--- src/rtl/ex2_pkg.sv ---
// ex2_pkg: HI/LO operation encoding and EX2 FSM state shared by the EX2 stage files
package ex2_pkg;
  typedef enum logic [2:0] {
    OP_NONE, OP_MULT, OP_MADD, OP_MSUB, OP_MTHI, OP_MTLO, OP_MFHI, OP_MFLO
  } hilo_op_e;
  typedef enum logic {ST_IDLE, ST_ACC} state_e;
endpackage

--- src/rtl/hilo_acc.sv ---
// hilo_acc: HI/LO registers with split-cycle MADD/MSUB accumulate (LO+carry on accept, HI on finish)
module hilo_acc
  import ex2_pkg::*;
#(
  parameter logic [31:0] HILO_RST = 32'h0
) (
  input  logic        Clock,
  input  logic        nReset,
  input  logic        wr,
  input  logic        fin,
  input  hilo_op_e    op,
  input  logic [63:0] product,
  input  logic [31:0] src_a,
  output logic [31:0] hi,
  output logic [31:0] lo,
  output logic [31:0] hi_nxt,
  output logic [31:0] lo_nxt
);
  logic [31:0] hi_q, hi_d, lo_q, lo_d;
  logic [63:0] p_q, p_d;
  logic        c_q, c_d;
  always_comb begin
    hi_d = hi_q;
    lo_d = lo_q;
    p_d  = p_q;
    c_d  = c_q;
    if (wr) begin
      case (op)
        OP_MULT: {hi_d, lo_d} = product;
        OP_MADD, OP_MSUB: begin
          p_d = (op == OP_MSUB) ? -product : product;
          {c_d, lo_d} = {1'b0, lo_q} + {1'b0, p_d[31:0]};
        end
        OP_MTHI: hi_d = src_a;
        OP_MTLO: lo_d = src_a;
        default: ;
      endcase
    end
    if (fin) hi_d = hi_q + p_q[63:32] + {31'b0, c_q};
  end
  always_ff @(posedge Clock) begin
    if (!nReset) begin
      hi_q <= HILO_RST;
      lo_q <= HILO_RST;
      p_q  <= '0;
      c_q  <= 1'b0;
    end else begin
      hi_q <= hi_d;
      lo_q <= lo_d;
      p_q  <= p_d;
      c_q  <= c_d;
    end
  end
  assign hi     = hi_q;
  assign lo     = lo_q;
  assign hi_nxt = hi_d;
  assign lo_nxt = lo_d;
endmodule

--- src/rtl/ex2.sv ---
// ex2: second execute stage register with HI/LO unit; Stall holds, Flush kills capture, Busy during MADD/MSUB ACC
module ex2
  import ex2_pkg::*;
#(
  parameter logic [31:0] HILO_RST = 32'h0
) (
  input  logic        Clock,
  input  logic        nReset,
  input  logic        Stall,
  input  logic        Flush,
  input  logic        InValid,
  input  logic [2:0]  HiLoOp,
  input  logic [63:0] Product,
  input  logic [31:0] ResultIn,
  input  logic [31:0] SrcA,
  input  logic [4:0]  DestIn,
  input  logic        RegWriteIn,
  input  logic [3:0]  FlagsIn,
  output logic [31:0] Result,
  output logic [4:0]  Dest,
  output logic        RegWrite,
  output logic [3:0]  Flags,
  output logic        Valid,
  output logic        Busy,
  output logic [31:0] HI,
  output logic [31:0] LO
);
  state_e      state_q, state_d;
  logic [31:0] result_q, result_d;
  logic [4:0]  dest_q, dest_d;
  logic [3:0]  flags_q, flags_d;
  logic        reg_write_q, reg_write_d, valid_q, valid_d, rw_pend_q, rw_pend_d;
  logic [31:0] hi_nxt, lo_nxt;
  hilo_op_e    op;
  logic        busy, wr, fin, is_mac;
  assign op     = hilo_op_e'(HiLoOp);
  assign busy   = state_q == ST_ACC;
  assign wr     = InValid && !Flush && !Stall && !busy;
  assign fin    = busy && !Stall;
  assign is_mac = op == OP_MADD || op == OP_MSUB;
  hilo_acc #(.HILO_RST(HILO_RST)) u_hilo (
    .Clock(Clock), .nReset(nReset), .wr(wr), .fin(fin), .op(op),
    .product(Product), .src_a(SrcA), .hi(HI), .lo(LO), .hi_nxt(hi_nxt), .lo_nxt(lo_nxt)
  );
  always_comb begin
    state_d     = state_q;
    result_d    = result_q;
    dest_d      = dest_q;
    flags_d     = flags_q;
    reg_write_d = reg_write_q;
    valid_d     = valid_q;
    rw_pend_d   = rw_pend_q;
    if (fin) begin
      state_d     = ST_IDLE;
      valid_d     = 1'b1;
      reg_write_d = rw_pend_q;
    end else if (!Stall && !busy) begin
      state_d     = (wr && is_mac) ? ST_ACC : ST_IDLE;
      result_d    = (op == OP_MFHI) ? hi_nxt : (op == OP_MFLO) ? lo_nxt : ResultIn;
      dest_d      = DestIn;
      flags_d     = FlagsIn;
      valid_d     = wr && !is_mac;
      reg_write_d = wr && !is_mac && RegWriteIn;
      rw_pend_d   = RegWriteIn;
    end
  end
  always_ff @(posedge Clock) begin
    if (!nReset) begin
      state_q     <= ST_IDLE;
      result_q    <= '0;
      dest_q      <= '0;
      flags_q     <= '0;
      reg_write_q <= 1'b0;
      valid_q     <= 1'b0;
      rw_pend_q   <= 1'b0;
    end else begin
      state_q     <= state_d;
      result_q    <= result_d;
      dest_q      <= dest_d;
      flags_q     <= flags_d;
      reg_write_q <= reg_write_d;
      valid_q     <= valid_d;
      rw_pend_q   <= rw_pend_d;
    end
  end
  assign Result   = result_q;
  assign Dest     = dest_q;
  assign Flags    = flags_q;
  assign RegWrite = reg_write_q;
  assign Valid    = valid_q;
  assign Busy     = busy;
endmodule
--- config.mk ---
export PLATFORM = sky130hd
export DESIGN_NAME = ex2
export DESIGN_NICKNAME = d
export VERILOG_FILES = /design/src/rtl/ex2_pkg.sv /design/src/rtl/hilo_acc.sv /design/src/rtl/ex2.sv
export SDC_FILE = /design/constraint.sdc
export NUM_CORES = 1
export LEC_CHECK = 0
export BUFFER_PORTS_ARGS = -buffer_cell sky130_fd_sc_hd__buf_2
export CELL_PAD_IN_SITES_DETAIL_PLACEMENT = 1
export CELL_PAD_IN_SITES_GLOBAL_PLACEMENT = 1
export CORE_ASPECT_RATIO = 2
export CORE_UTILIZATION = 30
export CTS_BUF_LIST = sky130_fd_sc_hd__clkbuf_4 sky130_fd_sc_hd__clkbuf_8
export DETAILED_ROUTE_END_ITERATION = 12
export HOLD_SLACK_MARGIN = 0.15
export PLACE_DENSITY_LB_ADDON = 0.1
export SETUP_SLACK_MARGIN = 0.5
export SLEW_MARGIN = 20
export SYNTH_ARGS = -nofsm -noshare
export SYNTH_HDL_FRONTEND = slang
export SYNTH_HIERARCHICAL = 1
export SYNTH_SLANG_ARGS = --single-unit
--- constraint.sdc ---
create_clock -name Clock -period 6.8 [get_ports Clock]
set_input_delay 0 -clock Clock [delete_from_list [all_inputs] [get_ports Clock]]
set_output_delay 0 -clock Clock [all_outputs]
set_load 0.02 [all_outputs]
### Word-level counts from Yosys, hierarchy flattened

Cells that the tools add are included.

| word-level totals | value |
|---|---|
| register bits | 174 |

| cells by class | value |
|---|---|
| eq/ne operators | 7 |
| reduce and logical (&&, ||, !) cells | 18 |
| add/subtract/negate cells | 4 |
| bitwise gates (word level) | 2 |
| mux-type cells | 13 |

Operator list:

| cell | count |
|---|---|
| two-way mux 32 bit | 5 |
| case mux 32 bit (3 select lines) | 1 |
| two-way mux 64 bit | 1 |
| negator 64 bit | 1 |
| case mux 32 bit (2 select lines) | 1 |
| adder 32 x 32 -> 33 bit | 1 |
| adder 32 x 1 -> 32 bit | 1 |
| adder 32 bit | 1 |
| equality test 3 bit (second input constant) | 4 |
| logical AND 1 bit | 8 |
| equality test 3 x 2 -> 1 bit (second input constant) | 2 |
| two-way mux 1 bit | 5 |
| logical NOT 1 bit | 4 |
| AND reduction 2 bit | 2 |
| OR reduction 2 bit | 2 |
| equality test 3 x 1 -> 1 bit (second input constant) | 1 |
| NOT 1 bit | 2 |
| nonzero test 2 bit | 1 |
| logical OR 1 bit | 1 |

### Logic depth before layout (Yosys ltp)

| logic depth | value |
|---|---|
| depth in word-level cells | 8 |
| gate-level depth with buffers | 20 |

### By module

The synthesis kept the hierarchy.

Modules (own cells, without submodules):

| module | cells each | instances | area each (um^2) |
|---|---|---|---|
| hilo_acc | 1276 | 1 | 9603.0 |
| ex2 | 283 | 1 | 2347.3 |

### Least setup slack after synthesis

OpenSTA, ideal clock, no wires.

| timing path | value |
|---|---|
| path type | input -> register |
| start | in HiLoOp[1] |
| end | reg result_q[22], in the netlist Result[22] |
| arrival time | 3.902 ns |
| setup slack | 2.776 ns |
| path buffers | 4 |
| stages on the path | 18 |
| path through | clkbuf_1 nor2b_1 and2_1 clkbuf_1 buf_1 clkbuf_1 o21ai_0 fa_1 a21o_1 a311o_1 a211oi_1 a211oi_1 a31o_2 xor2_1 a222oi_1 a21oi_1 a211oi_1 o31ai_1 |

| between the ends | value |
|---|---|
| longest elaborated chain between the ends | 7 |

RTL lines:

| element | line | source |
|---|---|---|
| from (decl) | ex2.sv:12 | `input logic [2:0] HiLoOp,` |
| equality test 3 x 2 -> 1 bit | hilo_acc.sv:28, hilo_acc.sv:31 |  |
| two-way mux 64 bit | hilo_acc.sv:31 | `p_d = (op == OP_MSUB) ? -product : product;` |
| adder 32 x 32 -> 33 bit | hilo_acc.sv:32 | `{c_d, lo_d} = {1'b0, lo_q} + {1'b0, p_d[31:0]};` |
| case mux 32 bit (3 select lines) (*) | hilo_acc.sv:28 | `case (op)` |
| two-way mux 32 bit (*) | hilo_acc.sv:27 | `if (wr) begin` |
| net lo_nxt[22] | ex2.sv:33 | `logic [31:0] hi_nxt, lo_nxt;` |
| two-way mux 32 bit (*) (2 in a row) | ex2.sv:59 | `result_d = (op == OP_MFHI) ? hi_nxt : (op == OP_MFLO) ? lo_nxt : ResultIn;` |
| to (signal assigned) | ex2.sv:78 | `result_q <= result_d;` |
| to (decl) | ex2.sv:29 | `logic [31:0] result_q, result_d;` |

The timed path passes the listed nets; every way through them passes the cells marked *.
A chain may end at the register's enable or synchronous reset.

### Worst setup path in the final report

| timing path | value |
|---|---|
| start | in HiLoOp[1] |
| end | reg result_q[28], in the netlist Result[28] |

Same word-level chain as after synthesis.

==> flow_metrics.env <==
export IMPL_netlist_instances=1559
export IMPL_rows=103
export IMPL_final_setup_tns_ns=0
export IMPL_place_hpwl_mm=49.7
export IMPL_synth_largest_area_cell="dfxtp_1"
export IMPL_status="finished, final reports clean"
export IMPL_dr_pass1_iters=7
export IMPL_initial_utilization=0.304
export IMPL_crit_fanout=28
export IMPL_place_gp_congestion=0.957
export IMPL_maxCapViolCount=0
export IMPL_clock_latency_ns=0.50
export IMPL_area_growth_pct=31.1
export IMPL_fin_cells=2451
export IMPL_synthTopCellsByArea="dfxtp_1, ha_1, a21oi_1"
export IMPL_vdd_drop_max_mv=0.0994
export IMPL_wl_per_cell_um=26.0
export IMPL_finalPower_mw=2.38
export IMPL_cts_resized=0
export IMPL_hold_viol=0
export IMPL_ys_seq_area_frac=0.238
export IMPL_die_x_um=143
export IMPL_cts_buffer_depth=2
export IMPL_grt_use_met3=0.0307
export IMPL_grt_usage=0.313
export IMPL_ys_warn_count=6
export IMPL_fin_crit_ns=5.61
export IMPL_synth_common_cells="nand2_1, dfxtp_1, nor2_1, a21oi_1, clkbuf_1"
export IMPL_finalClockSkew_ns=0.0198
export IMPL_ys_types=79
export IMPL_final_max_slew_viol_count=0
export IMPL_fmax_mhz=178
export IMPL_crit_family="compound AO/OA/AOI/OAI gates"
export IMPL_met2_usage=0.561
export IMPL_die_area_um2=40700
export IMPL_cp_slowest_stage_delay_ns=0.90
export IMPL_drt_iter0_drc=791
export IMPL_regArea_um2=2840
export IMPL_cp_start_kind="primary input"
export IMPL_rsz0062_at_grt="no"
export IMPL_root_buffer="clkbuf_8"
export IMPL_syn_mean_instance_area_um2=7.67
export IMPL_overflow=0
export IMPL_ys_ff_latch=142
export IMPL_multi_input_area_um2=8540
export IMPL_cts_inserted_buffers=17
export IMPL_grt_max_degree=85
export IMPL_met1_usage=0.321
export IMPL_cts_max_level=4
export IMPL_post_cts_buffers=0
export IMPL_cp_num_buf_inv=4
export IMPL_ant_nets=0
export IMPL_syn_cell_area_um2=12000
export IMPL_period_share=0.824
export IMPL_syn_nets=1777
export IMPL_synth_top_area_share=0.238
export IMPL_drive_gt1_frac=0.184
export IMPL_nNetsFinal=2130
export IMPL_worst_ep_arrival_time_ns=5.98
export IMPL_crit_path_top_delay_cell="a211oi_1"
export IMPL_required_ns=7.17
export IMPL_routed_wl_mm=63.6
export IMPL_crit_path_end_kind="register"
export IMPL_placed_cells=2254
export IMPL_powerDensity_nw_per_um2=152
export IMPL_cts_tree="built"
export IMPL_grt_busiest_layer="met2"
export IMPL_drc=0
export IMPL_core_area_um2=39300
export IMPL_maxSlewHeadroom=0.123
export IMPL_io_buffers=253
export IMPL_synth_edf_count=0
export IMPL_vias=14013
export IMPL_clk_pin_slew_ns=0.10
export IMPL_fill_cells=4899
export IMPL_p_leak_nw=6.51
export IMPL_ys_flop_type="dfxtp_1"
export IMPL_crit_type="in -> reg"
export IMPL_worstMarginPinSlew_ns=1.31
export IMPL_synthArstFlopShare=0
export IMPL_crit_chain="dlygate4sd3_1, buf_2, nor2b_2, buf_4, nand2_1, buf_4, a21oi_1, xor2_1, ha_1, a21o_1, a311oi_1, o31ai_1, a211oi_1, o21ai_0, xnor2_1, o22ai_1, a211oi_1, o31ai_1"
export IMPL_io_pins=254
export IMPL_finalSetupViolations=0
export IMPL_grt_pass1_wl_mm=92.2
export IMPL_synth_most_common_cell="nand2_1"
export IMPL_vias_per_cell=5.72
export IMPL_die_h_um=284
export IMPL_antenna_found_initial=2
export IMPL_grt_pass1_vias=14602
export IMPL_hp_class="in -> reg"
export IMPL_cts_sink_count=142
-- cells by family after synthesis --
family,count (synthesis),synth area share
compound gates,545,0.318
simple gates,540,0.227
flops,142,0.238
buf+inv,137,0.0495
xor+xnor,116,0.0850
fa+ha+maj,72,0.0773
mux,7,0.00586
-- area by class of cell --
| type | count | share of cell area |
|---|---|---|
| Multi-Input combinational cell | 1280 | 0.545 |
| Timing Repair Buffer | 443 | 0.198 |
| Sequential cell | 142 | 0.181 |
| Tap cell | 525 | 0.0419 |
| Clock buffer | 19 | 0.0159 |
| Clock inverter | 12 | 0.0104 |
| Inverter | 28 | 0.00671 |
| Antenna cell | 2 | 0.000320 |
-- layout by cell type (no fill, tap or decap), types with 49 or more instances in the layout --
| master | synthesis | routed |
|---|---|---|
| nand2_1 | 143 | 142 |
| a21oi_1 | 134 | 134 |
| o21ai_0 | 70 | 70 |
| xnor2_1 | 68 | 68 |
| buf_2 | 17 | 253 |
| o31ai_1 | 51 | 51 |
| and2_1 | 51 | 50 |
| ha_1 | 69 | 69 |
| dfxtp_1 | 142 | 142 |
| a211oi_1 | 70 | 70 |
| dlygate4sd3_1 | 0 | 164 |
| nand3_1 | 49 | 49 |
| nor2_1 | 141 | 139 |
-- stage by stage --
step           instance area (µm²)  hold slack, ns  utilization  setup slack (ns)
2_1_floorplan                12000           0.145            -              2.78
3_3_place_gp                 13600           0.251        0.346              1.24
3_5_place_dp                 13600           0.256        0.346              1.21
4_1_cts                      15700           0.159        0.398              1.21
5_1_grt                      15700           0.179        0.398              1.05
6_report                     15700           0.187        0.398              1.19
-- worst reg2reg max path, stage by stage, from the launching register on --
cell	delay, ns
dfxtp_1	0.43
nor4b_4	0.52
buf_4	0.52
o211ai_1	0.16
buf_4	0.31
a221oi_1	0.29
dlygate4sd3_1	0.59
a21oi_1	0.09
a211oi_1	1.03
o31ai_1	0.14
dlygate4sd3_1	0.60
-- sequential cells by signal (all words and copies together) (netlist names) --
signal	count
Dest	5
u_hilo/lo	32
rw_pend_q	1
Valid	1
u_hilo/c_q	1
Flags	4
Busy	1
u_hilo/hi	32
u_hilo/p_q	32
RegWrite	1
Result	32
-- where the power goes --
group / internal, mW / total (mW) / switching (mW) / leakage [nW]
combinational: 0.281 / 0.724 / 0.443 / 5.15
sequential: 0.865 / 0.897 / 0.0324 / 1.16
clock: 0.372 / 0.757 / 0.385 / 0.204
total: 1.52 / 2.38 / 0.860 / 6.51
-- layer usage --
layer,vias up,part of all wire
li1,6481,-
met1,6920,0.36
met2,446,0.51
met3,166,0.034
met4,0,0.093
met5,-,0
-- what timing repair did --
| action | CTS | global route |
|---|---|---|
| hold buffers | 164 | 0 |
| setup endpoints to repair | 0 | 0 |
| hold endpoints to repair | 121 | 0 |
-- worst paths after layout --
path / to / start / cells after the start / slack [ns]
worst max-delay path: Result[28]$_SDFFE_PN0P_ / HiLoOp[1] / 18 / 1.19
worst min-delay path: u_hilo/hi[0]$_SDFF_PN0_ / SrcA[0] / 5 / 0.19
worst max register to register: Result[3]$_SDFFE_PN0P_ / Busy$_SDFFE_PP0P_ / 10 / 2.02
worst min register to register: u_hilo/p_q[61]$_SDFFE_PN0P_ / u_hilo/p_q[61]$_SDFFE_PN0P_ / 2 / 0.46
(Power assumes the default switching activity.)
